===== src/rtl/decode_pkg.sv =====
// Shared types for the RV32I decode stage: opcodes, ALU operations, control bundle
// and the layout of the decode/execute pipeline register.
`ifndef WORD
`define WORD [31:0]
`endif

package decode_pkg;

    localparam logic [6:0] OP_LUI      = 7'b0110111;
    localparam logic [6:0] OP_AUIPC    = 7'b0010111;
    localparam logic [6:0] OP_JAL      = 7'b1101111;
    localparam logic [6:0] OP_JALR     = 7'b1100111;
    localparam logic [6:0] OP_BRANCH   = 7'b1100011;
    localparam logic [6:0] OP_LOAD     = 7'b0000011;
    localparam logic [6:0] OP_STORE    = 7'b0100011;
    localparam logic [6:0] OP_IMM      = 7'b0010011;
    localparam logic [6:0] OP_OP       = 7'b0110011;
    localparam logic [6:0] OP_MISC_MEM = 7'b0001111;
    localparam logic [6:0] OP_SYSTEM   = 7'b1110011;

    typedef enum logic [3:0] {
        ALU_ADD   = 4'd0,
        ALU_SUB   = 4'd1,
        ALU_SLL   = 4'd2,
        ALU_SLT   = 4'd3,
        ALU_SLTU  = 4'd4,
        ALU_XOR   = 4'd5,
        ALU_SRL   = 4'd6,
        ALU_SRA   = 4'd7,
        ALU_OR    = 4'd8,
        ALU_AND   = 4'd9,
        ALU_PASSB = 4'd10,
        ALU_ADDPC = 4'd11
    } alu_op_t;

    typedef enum logic [2:0] {
        IMM_I = 3'd0,
        IMM_S = 3'd1,
        IMM_B = 3'd2,
        IMM_U = 3'd3,
        IMM_J = 3'd4
    } imm_type_t;

    typedef struct packed {
        alu_op_t aluop;
        logic    alusrc;
        logic    regwrite;
        logic    memwrite;
        logic    memread;
        logic    branch;
        logic    jump;
        logic    jalr;
    } ctrl_t;

    // pc is the most significant field so a bubble image is {RESET_PC, zeros}.
    typedef struct packed {
        logic `WORD  pc;
        logic `WORD  rd1;
        logic `WORD  rd2;
        logic `WORD  imm;
        logic [4:0]  rs1;
        logic [4:0]  rs2;
        logic [4:0]  rd;
        ctrl_t       ctrl;
        logic [2:0]  funct3;
        logic        illegal;
        logic        valid;
    } ex_reg_t;

    localparam int EX_W = $bits(ex_reg_t);

    function automatic alu_op_t alu_from_funct(input logic [2:0] f3, input logic f7b5,
                                               input logic is_reg_op);
        case (f3)
            3'b000:  return (is_reg_op && f7b5) ? ALU_SUB : ALU_ADD;
            3'b001:  return ALU_SLL;
            3'b010:  return ALU_SLT;
            3'b011:  return ALU_SLTU;
            3'b100:  return ALU_XOR;
            3'b101:  return f7b5 ? ALU_SRA : ALU_SRL;
            3'b110:  return ALU_OR;
            default: return ALU_AND;
        endcase
    endfunction

endpackage


===== src/rtl/decode_regfile.sv =====
// Architectural register file: two read ports, one write port, x0 hardwired to zero,
// and same-cycle write-through so decode sees the value being written back.
module regfile #(
    parameter int REGS = 32
) (
    input  logic       clk,
    input  logic       reset,
    input  logic [4:0] ra1,
    input  logic [4:0] ra2,
    input  logic       we,
    input  logic [4:0] wa,
    input  logic `WORD wd,
    output logic `WORD rd1,
    output logic `WORD rd2
);

    logic `WORD mem [1:REGS-1];

    always_ff @(posedge clk) begin
        if (reset) begin
            for (int i = 1; i < REGS; i++) mem[i] <= '0;
        end else if (we && wa != 5'd0) begin
            mem[wa] <= wd;
        end
    end

    function automatic logic `WORD read_port(input logic [4:0] a);
        if (a == 5'd0)            return '0;
        else if (we && wa == a)   return wd;
        else                      return mem[a];
    endfunction

    assign rd1 = read_port(ra1);
    assign rd2 = read_port(ra2);

endmodule


===== src/rtl/flopr.sv =====
// Enabled register with synchronous active-high reset to a parameterised value.
module flopr #(
    parameter int               WIDTH     = 8,
    parameter logic [WIDTH-1:0] RESET_VAL = '0
) (
    input  logic             clk,
    input  logic             reset,
    input  logic             en,
    input  logic [WIDTH-1:0] d,
    output logic [WIDTH-1:0] q
);

    always_ff @(posedge clk) begin
        if (reset)   q <= RESET_VAL;
        else if (en) q <= d;
    end

endmodule


===== src/rtl/decode.sv =====
// RV32I decode stage: operand read, immediate and control generation, and the
// decode/execute pipeline register with stall and flush.
import decode_pkg::*;

module decode #(
    parameter int         REGS     = 32,
    parameter logic `WORD RESET_PC = 32'h0
) (
    input  logic       clk,
    input  logic       reset,
    input  logic       en,
    input  logic       flushE,
    input  logic `WORD pcD,
    input  logic `WORD instrD,
    input  logic       validD,
    input  logic       weW,
    input  logic [4:0] waW,
    input  logic `WORD wdW,
    output logic `WORD pcE,
    output logic `WORD rd1E,
    output logic `WORD rd2E,
    output logic `WORD immE,
    output logic [4:0] rs1E,
    output logic [4:0] rs2E,
    output logic [4:0] rdE,
    output logic [3:0] aluopE,
    output logic       alusrcE,
    output logic       regwriteE,
    output logic       memwriteE,
    output logic       memreadE,
    output logic       branchE,
    output logic       jumpE,
    output logic       jalrE,
    output logic [2:0] funct3E,
    output logic       illegalE,
    output logic       validE
);

    localparam logic [EX_W-1:0] BUBBLE = {RESET_PC, {(EX_W-32){1'b0}}};

    logic `WORD rf_rd1, rf_rd2;
    ex_reg_t    dec, nxt, ex;
    logic       load;

    regfile #(.REGS(REGS)) u_regfile (
        .clk   (clk),
        .reset (reset),
        .ra1   (instrD[19:15]),
        .ra2   (instrD[24:20]),
        .we    (weW),
        .wa    (waW),
        .wd    (wdW),
        .rd1   (rf_rd1),
        .rd2   (rf_rd2)
    );

    function automatic logic is_legal(input logic [6:0] op);
        case (op)
            OP_LUI, OP_AUIPC, OP_JAL, OP_JALR, OP_BRANCH,
            OP_LOAD, OP_STORE, OP_IMM, OP_OP: return 1'b1;
            default:                          return 1'b0;
        endcase
    endfunction

    function automatic imm_type_t imm_type_of(input logic [6:0] op);
        case (op)
            OP_STORE:         return IMM_S;
            OP_BRANCH:        return IMM_B;
            OP_LUI, OP_AUIPC: return IMM_U;
            OP_JAL:           return IMM_J;
            default:          return IMM_I;
        endcase
    endfunction

    function automatic logic `WORD imm_gen(input logic `WORD i);
        case (imm_type_of(i[6:0]))
            IMM_S:   return {{21{i[31]}}, i[30:25], i[11:7]};
            IMM_B:   return {{20{i[31]}}, i[7], i[30:25], i[11:8], 1'b0};
            IMM_U:   return {i[31:12], 12'h000};
            IMM_J:   return {{12{i[31]}}, i[19:12], i[20], i[30:21], 1'b0};
            default: return {{21{i[31]}}, i[30:20]};
        endcase
    endfunction

    function automatic ctrl_t decode_ctrl(input logic `WORD i);
        ctrl_t c;
        c = '0;
        case (i[6:0])
            OP_OP: begin
                c.aluop = alu_from_funct(i[14:12], i[30], 1'b1);
                c.regwrite = 1'b1;
            end
            OP_IMM: begin
                c.aluop = alu_from_funct(i[14:12], i[30], 1'b0);
                c.regwrite = 1'b1;
                c.alusrc = 1'b1;
            end
            OP_LOAD: begin
                c.memread = 1'b1;
                c.regwrite = 1'b1;
                c.alusrc = 1'b1;
            end
            OP_STORE: begin
                c.memwrite = 1'b1;
                c.alusrc = 1'b1;
            end
            OP_BRANCH: begin
                c.aluop = ALU_SUB;
                c.branch = 1'b1;
            end
            OP_JAL: begin
                c.jump = 1'b1;
                c.regwrite = 1'b1;
            end
            OP_JALR: begin
                c.jump = 1'b1;
                c.jalr = 1'b1;
                c.regwrite = 1'b1;
                c.alusrc = 1'b1;
            end
            OP_LUI: begin
                c.aluop = ALU_PASSB;
                c.regwrite = 1'b1;
                c.alusrc = 1'b1;
            end
            OP_AUIPC: begin
                c.aluop = ALU_ADDPC;
                c.regwrite = 1'b1;
                c.alusrc = 1'b1;
            end
            default: c = '0;
        endcase
        return c;
    endfunction

    always_comb begin
        dec = ex_reg_t'(BUBBLE);
        if (validD) begin
            dec.pc      = pcD;
            dec.rd1     = rf_rd1;
            dec.rd2     = rf_rd2;
            dec.imm     = imm_gen(instrD);
            dec.rs1     = instrD[19:15];
            dec.rs2     = instrD[24:20];
            dec.ctrl    = decode_ctrl(instrD);
            dec.funct3  = instrD[14:12];
            dec.illegal = !is_legal(instrD[6:0]);
            dec.valid   = 1'b1;
            // rd is cleared for non-writing instructions so forwarding never matches.
            dec.rd      = dec.ctrl.regwrite ? instrD[11:7] : 5'd0;
            if (dec.illegal) dec.funct3 = 3'd0;
        end
    end

    assign nxt  = flushE ? ex_reg_t'(BUBBLE) : dec;
    assign load = en | flushE;

    flopr #(.WIDTH(EX_W), .RESET_VAL(BUBBLE)) u_ex_reg (
        .clk   (clk),
        .reset (reset),
        .en    (load),
        .d     (nxt),
        .q     (ex)
    );

    assign pcE       = ex.pc;
    assign rd1E      = ex.rd1;
    assign rd2E      = ex.rd2;
    assign immE      = ex.imm;
    assign rs1E      = ex.rs1;
    assign rs2E      = ex.rs2;
    assign rdE       = ex.rd;
    assign aluopE    = ex.ctrl.aluop;
    assign alusrcE   = ex.ctrl.alusrc;
    assign regwriteE = ex.ctrl.regwrite;
    assign memwriteE = ex.ctrl.memwrite;
    assign memreadE  = ex.ctrl.memread;
    assign branchE   = ex.ctrl.branch;
    assign jumpE     = ex.ctrl.jump;
    assign jalrE     = ex.ctrl.jalr;
    assign funct3E   = ex.funct3;
    assign illegalE  = ex.illegal;
    assign validE    = ex.valid;

endmodule


===== config.mk =====
export PLATFORM = sky130hd
export DESIGN_NAME = decode
export DESIGN_NICKNAME = d
export VERILOG_FILES = /design/src/rtl/decode_pkg.sv /design/src/rtl/decode_regfile.sv /design/src/rtl/flopr.sv /design/src/rtl/decode.sv
export SDC_FILE = /design/constraint.sdc
export NUM_CORES = 2
export LEC_CHECK = 0
export BUFFER_PORTS_ARGS = -buffer_cell sky130_fd_sc_hd__buf_2
export CORE_MARGIN = 10
export CORE_UTILIZATION = 40
export CTS_CLUSTER_DIAMETER = 200
export CTS_CLUSTER_SIZE = 16
export DETAILED_ROUTE_END_ITERATION = 8
export GPL_ROUTABILITY_DRIVEN = 0
export GPL_TIMING_DRIVEN = 0
export PLACE_DENSITY_LB_ADDON = 0.12
export SYNTH_ARGS = -nofsm -noshare
export SYNTH_HDL_FRONTEND = slang
export SYNTH_HIERARCHICAL = 1
export SYNTH_SLANG_ARGS = --single-unit

===== constraint.sdc =====
create_clock -name clk -period 2 [get_ports clk]
set_input_delay 0.1 -clock clk [delete_from_list [all_inputs] [get_ports clk]]
set_output_delay 0.1 -clock clk [all_outputs]
set_load 0.02 [all_outputs]

# ---- After elaboration in Yosys (flattened, before gate mapping)
# Memory sizes are Yosys's and may differ from the RTL's.
# Index checks and enable logic that the tools add are counted.
dict set report word_totals {
  reg_bits 159
  latch_bits 0
  ram_bits 992
  rom_bits 0
  out_inout_bits 159
  wordCells 72
  memories 1
}
dict set report op_classes {
  add_sub_neg 0
  multipliers 0
  n_div 0
  order_cmp 0
  eq_ne 21
  shift 0
  n_mux 34
  bitwise_logic 1
  n_reduce_logical 14
}
# name words width read_ports rd_clocked_by_memory_dff wr line_no
set mem_list {}
lappend mem_list {u_regfile.mem 31 32 2 0 31 decode_regfile.sv:17} ;# logic `WORD mem [1:REGS-1];
# cell n
set op_table {}
lappend op_table {{159-bit 2-to-1 mux} 2}
lappend op_table {{32-bit 2-to-1 mux} 5}
lappend op_table {{31-bit case mux with 4 select lines} 1}
lappend op_table {{4-bit case mux with 7 select lines} 2}
lappend op_table {{32-bit OR reduction} 1}
lappend op_table {{7-bit by 6-bit == test with 1-bit output, second input constant} 3}
lappend op_table {{7-bit == test, second input constant} 3}
lappend op_table {{4-bit case mux with 5 select lines} 1}
lappend op_table {{1-bit 2-to-1 mux} 18}
lappend op_table {{7-bit by 5-bit == test with 1-bit output, second input constant} 2}
lappend op_table {{3-bit by 2-bit == test with 1-bit output, second input constant} 4}
lappend op_table {{3-bit == test, second input constant} 4}
lappend op_table {{3-bit case mux with 4 select lines} 1}
lappend op_table {{5-bit == test} 2}
lappend op_table {{5-bit zero test} 2}
lappend op_table {{5-bit 2-to-1 mux} 2}
lappend op_table {{9-bit OR reduction} 1}
lappend op_table {{7-bit by 2-bit == test with 1-bit output, second input constant} 1}
lappend op_table {{7-bit OR reduction} 1}
lappend op_table {{3-bit by 1-bit == test with 1-bit output, second input constant} 2}
lappend op_table {{3-bit 2-to-1 mux} 2}
lappend op_table {{6-bit OR reduction} 1}
lappend op_table {{5-bit nonzero test} 1}
lappend op_table {{2-bit OR reduction} 2}
lappend op_table {{other kinds (4)} 6}

# ---- Depth between registers and ports, before layout
dict set report depth {
  depth_word 8
  mapped_depth 13
  depth_no_buf 9
}

# ---- By module
# The synthesis kept the hierarchy.
# mod n_inst cells_per_inst area_per_inst_um2 seq_area_each_um2
set modules_own_cells {}
lappend modules_own_cells {regfile 1 3873 55376.9 30749.5}
lappend modules_own_cells {flopr 1 513 5667.9 3183.1}
lappend modules_own_cells {decode 1 252 1450.1 0.0}

# ---- Worst setup path after synthesis
# Ideal clock, no wire load.
dict set report synth_timing {
  path_type {in2reg}
  start {input port instrD[16] in the netlist's numbering}
  end {register u_ex_reg.q[122]}
  setup_time_ns 0.128
  arrival_ns 1.982
  slack_ns -0.110
  cell_stages 10
  path_cell_list {buf_2 -> clkbuf_1 -> clkbuf_1 -> mux4_2 -> a22oi_1 -> nand2_1 -> a32o_1 -> and2_1 -> mux2i_1 -> nor2_1}
}
# element line_no
set synth_rtl {}
lappend synth_rtl {{start, declared} decode.sv:14} ;# input logic `WORD instrD,
lappend synth_rtl {{end signal, assigned} flopr.sv:14} ;# if (reset) q <= RESET_VAL;
lappend synth_rtl {{end signal, assigned} flopr.sv:15} ;# else if (en) q <= d;
lappend synth_rtl {{end, declared} flopr.sv:10} ;# output logic [WIDTH-1:0] q

==> flow_metrics.env <==
export IMPL_grt_ovfl_total=0
export IMPL_worst_path_largest_cell_delay_ns=0.77
export IMPL_crit_fanout=11
export IMPL_yosysSeqAreaShare=0.543
export IMPL_final_net_count=5293
export IMPL_path_cells="buf_2, clkbuf_4, buf_4, nor2b_2, clkbuf_4, a21oi_1, nand2_1, a32o_2, and2_4, mux2i_1, nor2_1"
export IMPL_finalCritPeriodShare=1.27
export IMPL_synth_avg_cell_area_um2=13.5
export IMPL_numPortBuffers=257
export IMPL_path_clk_slew_ns=0.08
export IMPL_stdcell_count=7290
export IMPL_setup_ws_ns=-0.531
export IMPL_p_seq_frac=0.516
export IMPL_startpoint_type="input pin"
export IMPL_yosys_warnings=6
export IMPL_p_int_uw=39600
export IMPL_drv_cap=0
export IMPL_grt_pass1_vias=45162
export IMPL_power_density_mw_per_mm2=759
export IMPL_synth_edf_count=1024
export IMPL_cp_end_kind="flop"
export IMPL_nFillCells=13870
export IMPL_finalSetupViolCount=467
export IMPL_cp_required_ns=2.63
export IMPL_ys_ff_latch=1183
export IMPL_p_switching_uw=16000
export IMPL_clock_power_share=0.305
export IMPL_violations="setup timing"
export IMPL_fin_skew_ns=0.0457
export IMPL_dp_cells=6973
export IMPL_remaining_drc_errors=0
export IMPL_slowest_stage="nor2b_2"
export IMPL_ios=266
export IMPL_track_usage=0.332
export IMPL_initial_core_util=0.404
export IMPL_r2r_slack_ns=-0.41
export IMPL_comb_power_share=0.179
export IMPL_hold_class="in -> reg"
export IMPL_ctsLongestPathBuffers=3
export IMPL_dpl_hpwl_um=206000
export IMPL_synth_cells=4638
export IMPL_synth_cell_types=71
export IMPL_drive_above_1_share=0.275
export IMPL_vias=47600
export IMPL_coreArea_mm2=0.155
export IMPL_syn_area_mm2=0.0625
export IMPL_path_class="in -> reg"
export IMPL_max_slew_worst_pin_slew_ns=1.44
export IMPL_cts_buffers=83
export IMPL_max_freq_mhz=395
export IMPL_antenna_found_initial=17
export IMPL_finalHoldViolCount=0
export IMPL_clk_latency_ns=0.73
export IMPL_cts_tree="done"
export IMPL_routed_wl_um=299000
export IMPL_period_minus_slack_ns=2.53
export IMPL_final_setup_tns_ns=-37.63
export IMPL_rsz0062_at_grt="true"
export IMPL_finalMaxSlewViolations=0
export IMPL_swShare=0.288
export IMPL_die_w_um=415
export IMPL_fp_row_count=144
export IMPL_grt_pass1_wl_um=392000
export IMPL_cp_common_cell="clkbuf_4"
export IMPL_h_tree_depth=3
export IMPL_relSlewSlack=0.0369
export IMPL_clock_sinks=1183
export IMPL_worstPathArrival_ns=3.16
export IMPL_grt_max_degree=33
export IMPL_avgViaCountPerCell=6.53
export IMPL_synth_flop_cell="edfxtp_1"
export IMPL_detail_route_antenna_nets=0
export IMPL_synthArstFlopShare=0
export IMPL_drtIter0Drc=7666
export IMPL_clockRootBuffer="clkbuf_16"
export IMPL_dp_slack_ns=-2.62
export IMPL_vdd_drop_max_uv=646
export IMPL_p_leak_uw=0.0270
export IMPL_dr_pass1_iters=7
export IMPL_floorplan_die_area_mm2=0.172
export IMPL_status="complete, but fails checks"
export IMPL_post_drt_wl_per_cell_um=41.0
export IMPL_power_uw=55600
export IMPL_die_y_um=415
export IMPL_syn_to_final_growth_pct=17.2
-- cells by family after synthesis --
kind of cell,count (synthesis),share of synthesized area
AOI/OAI and AO/OA,520,0.0593
xor gates and xnor gates,10,0.00140
buffers and inverters,486,0.0404
DFF,1183,0.543
muxes,794,0.207
other,1,0.0000600
and+or+nand+nor,1644,0.149
-- power by group through the flow --
stage               Clock (uW)  Sequential (uW)  Combinational [uW]
CTS                      17100            28700                9300
global placement             0            29200                8240
floorplan                    0            29100                4410
finish                   17000            28700                9950
global route             17900            28800                9890
detailed placement           0            29200                8270
-- cells in the mapped netlist (all sizes together), types with 2 or more instances --
| library cell | count | share of area |
|---|---|---|
| nor2 | 240 | 0.014 |
| a31oi | 11 | 0.0011 |
| nand3b | 8 | 0.00096 |
| or2 | 34 | 0.0034 |
| nor4 | 16 | 0.0017 |
| dfxtp | 159 | 0.051 |
| a21oi | 87 | 0.0070 |
| mux2 | 34 | 0.0061 |
| edfxtp | 1024 | 0.49 |
| mux4 | 385 | 0.14 |
| o211a | 6 | 0.00096 |
| or3b | 2 | 0.00028 |
| o21ai | 57 | 0.0046 |
| a221o | 6 | 0.00096 |
| o311ai | 2 | 0.00028 |
| and3 | 10 | 0.0010 |
| o22a | 6 | 0.00084 |
| a311o | 7 | 0.0011 |
| nand2b | 11 | 0.0011 |
| xor2 | 8 | 0.0011 |
| xnor2 | 2 | 0.00028 |
| nand3 | 8 | 0.00064 |
| buf | 160 | 0.021 |
| a22o | 3 | 0.00042 |
| a32o | 36 | 0.0058 |
| o22ai | 72 | 0.0072 |
| inv | 11 | 0.00066 |
| nor2b | 15 | 0.0015 |
| or3 | 4 | 0.00040 |
| a211o | 7 | 0.00098 |
| a221oi | 22 | 0.0033 |
| clkbuf | 314 | 0.019 |
| o221ai | 40 | 0.0056 |
| nand2 | 141 | 0.0085 |
| a211oi | 54 | 0.0066 |
| a32oi | 2 | 0.00028 |
| and2 | 1110 | 0.11 |
| nor3 | 36 | 0.0030 |
| o211ai | 12 | 0.0014 |
| a22oi | 85 | 0.010 |
| nand4 | 3 | 0.00030 |
| mux2i | 375 | 0.060 |
-- flip-flops by register name, indices dropped and copies added, names as in the netlist --
register	cells
u_regfile/mem	1024
u_ex_reg/q	159
-- path summary, 6_finish.rpt --
check,to,startpoint,cells past startpoint
worst max-delay path,u_ex_reg/q[95],instrD[17],11
worst min-delay path,u_ex_reg/q[6],instrD[0],5
worst max register to register,u_ex_reg/q[79],u_regfile/mem[14][16],7
worst min register to register,u_ex_reg/q[152],u_ex_reg/q[152],2
-- cell usage in the layout, fill, tap and decap left out, types with 23 or more instances in the layout --
| master | netlist | layout |
|---|---|---|
| nand2_1 | 141 | 108 |
| mux2i_1 | 375 | 370 |
| buf_2 | 78 | 280 |
| conb_1 | 1 | 32 |
| edfxtp_1 | 1024 | 1024 |
| a22oi_1 | 85 | 69 |
| dlygate4sd3_1 | 0 | 95 |
| buf_8 | 17 | 25 |
| mux4_2 | 355 | 378 |
| o221ai_1 | 40 | 29 |
| or2_4 | 0 | 37 |
| clkbuf_2 | 0 | 37 |
| mux2_2 | 34 | 32 |
| o22ai_1 | 72 | 49 |
| clkbuf_1 | 312 | 273 |
| and2_4 | 0 | 37 |
| buf_6 | 13 | 46 |
| nor2_1 | 240 | 196 |
| clkbuf_4 | 2 | 36 |
| a32o_2 | 0 | 23 |
| buf_4 | 24 | 81 |
| and2_1 | 1109 | 1072 |
| nor2_2 | 0 | 28 |
| a21oi_1 | 87 | 66 |
| o21ai_0 | 48 | 40 |
| dfxtp_1 | 159 | 159 |
| clkbuf_16 | 0 | 89 |
| nand2_2 | 0 | 28 |
| a211oi_2 | 2 | 31 |
-- area by class of cell --
class / count / area (um^2) / area share
Inverter: 11 / 41.3 / 0.000564
Antenna cell: 10 / 25.0 / 0.000342
Multi-Input combinational cell: 3023 / 28100 / 0.383
Tap cell: 2044 / 2560 / 0.0349
Sequential cell: 1183 / 33900 / 0.463
Clock buffer: 134 / 2350 / 0.0321
Buffer: 473 / 3430 / 0.0468
Clock inverter: 1 / 8.76 / 0.000120
Timing Repair Buffer: 411 / 2810 / 0.0384
-- layer usage --
layer,routed length [um],up-vias,global-route usage,part of all wire
met5,141,-,0,0.00047
met1,107000,24265,0.408,0.36
met2,126000,3888,0.481,0.42
met3,39000,978,0.117,0.13
met4,27000,12,0.242,0.090
li1,-,18457,-,-
-- what timing repair did --
| item | 4_1_cts | 5_1_grt |
|---|---|---|
| endpoints found under the hold margin | 153 | 0 |
| pin swaps | 136 | 62 |
| cloned | 19 | 4 |
| hold buffers | 96 | 0 |
| resized for setup | 632 | 148 |
| buffers inserted | 37 | 19 |
| setup endpoints to repair | 1279 | 1313 |
-- worst max-delay path, delay by kind of cell --
family          cells  cell delay, ns
buf+inv             4            1.27
simple gates        4            1.16
mux                 1            0.06
compound gates      2            0.54
-- stage by stage --
| stage | hold WS, ns | area [um^2] | utilization |
|---|---|---|---|
| 2_1_floorplan | 0.199 | 62700 | - |
| 3_3_place_gp | 0.435 | 66600 | 0.430 |
| 3_5_place_dp | 0.434 | 66600 | 0.431 |
| 4_1_cts | 0.0336 | 72600 | 0.469 |
| 5_1_grt | 0.113 | 73200 | 0.473 |
| 6_report | 0.0812 | 73300 | 0.473 |
No activity file was read; power rests on OpenSTA's default activity.
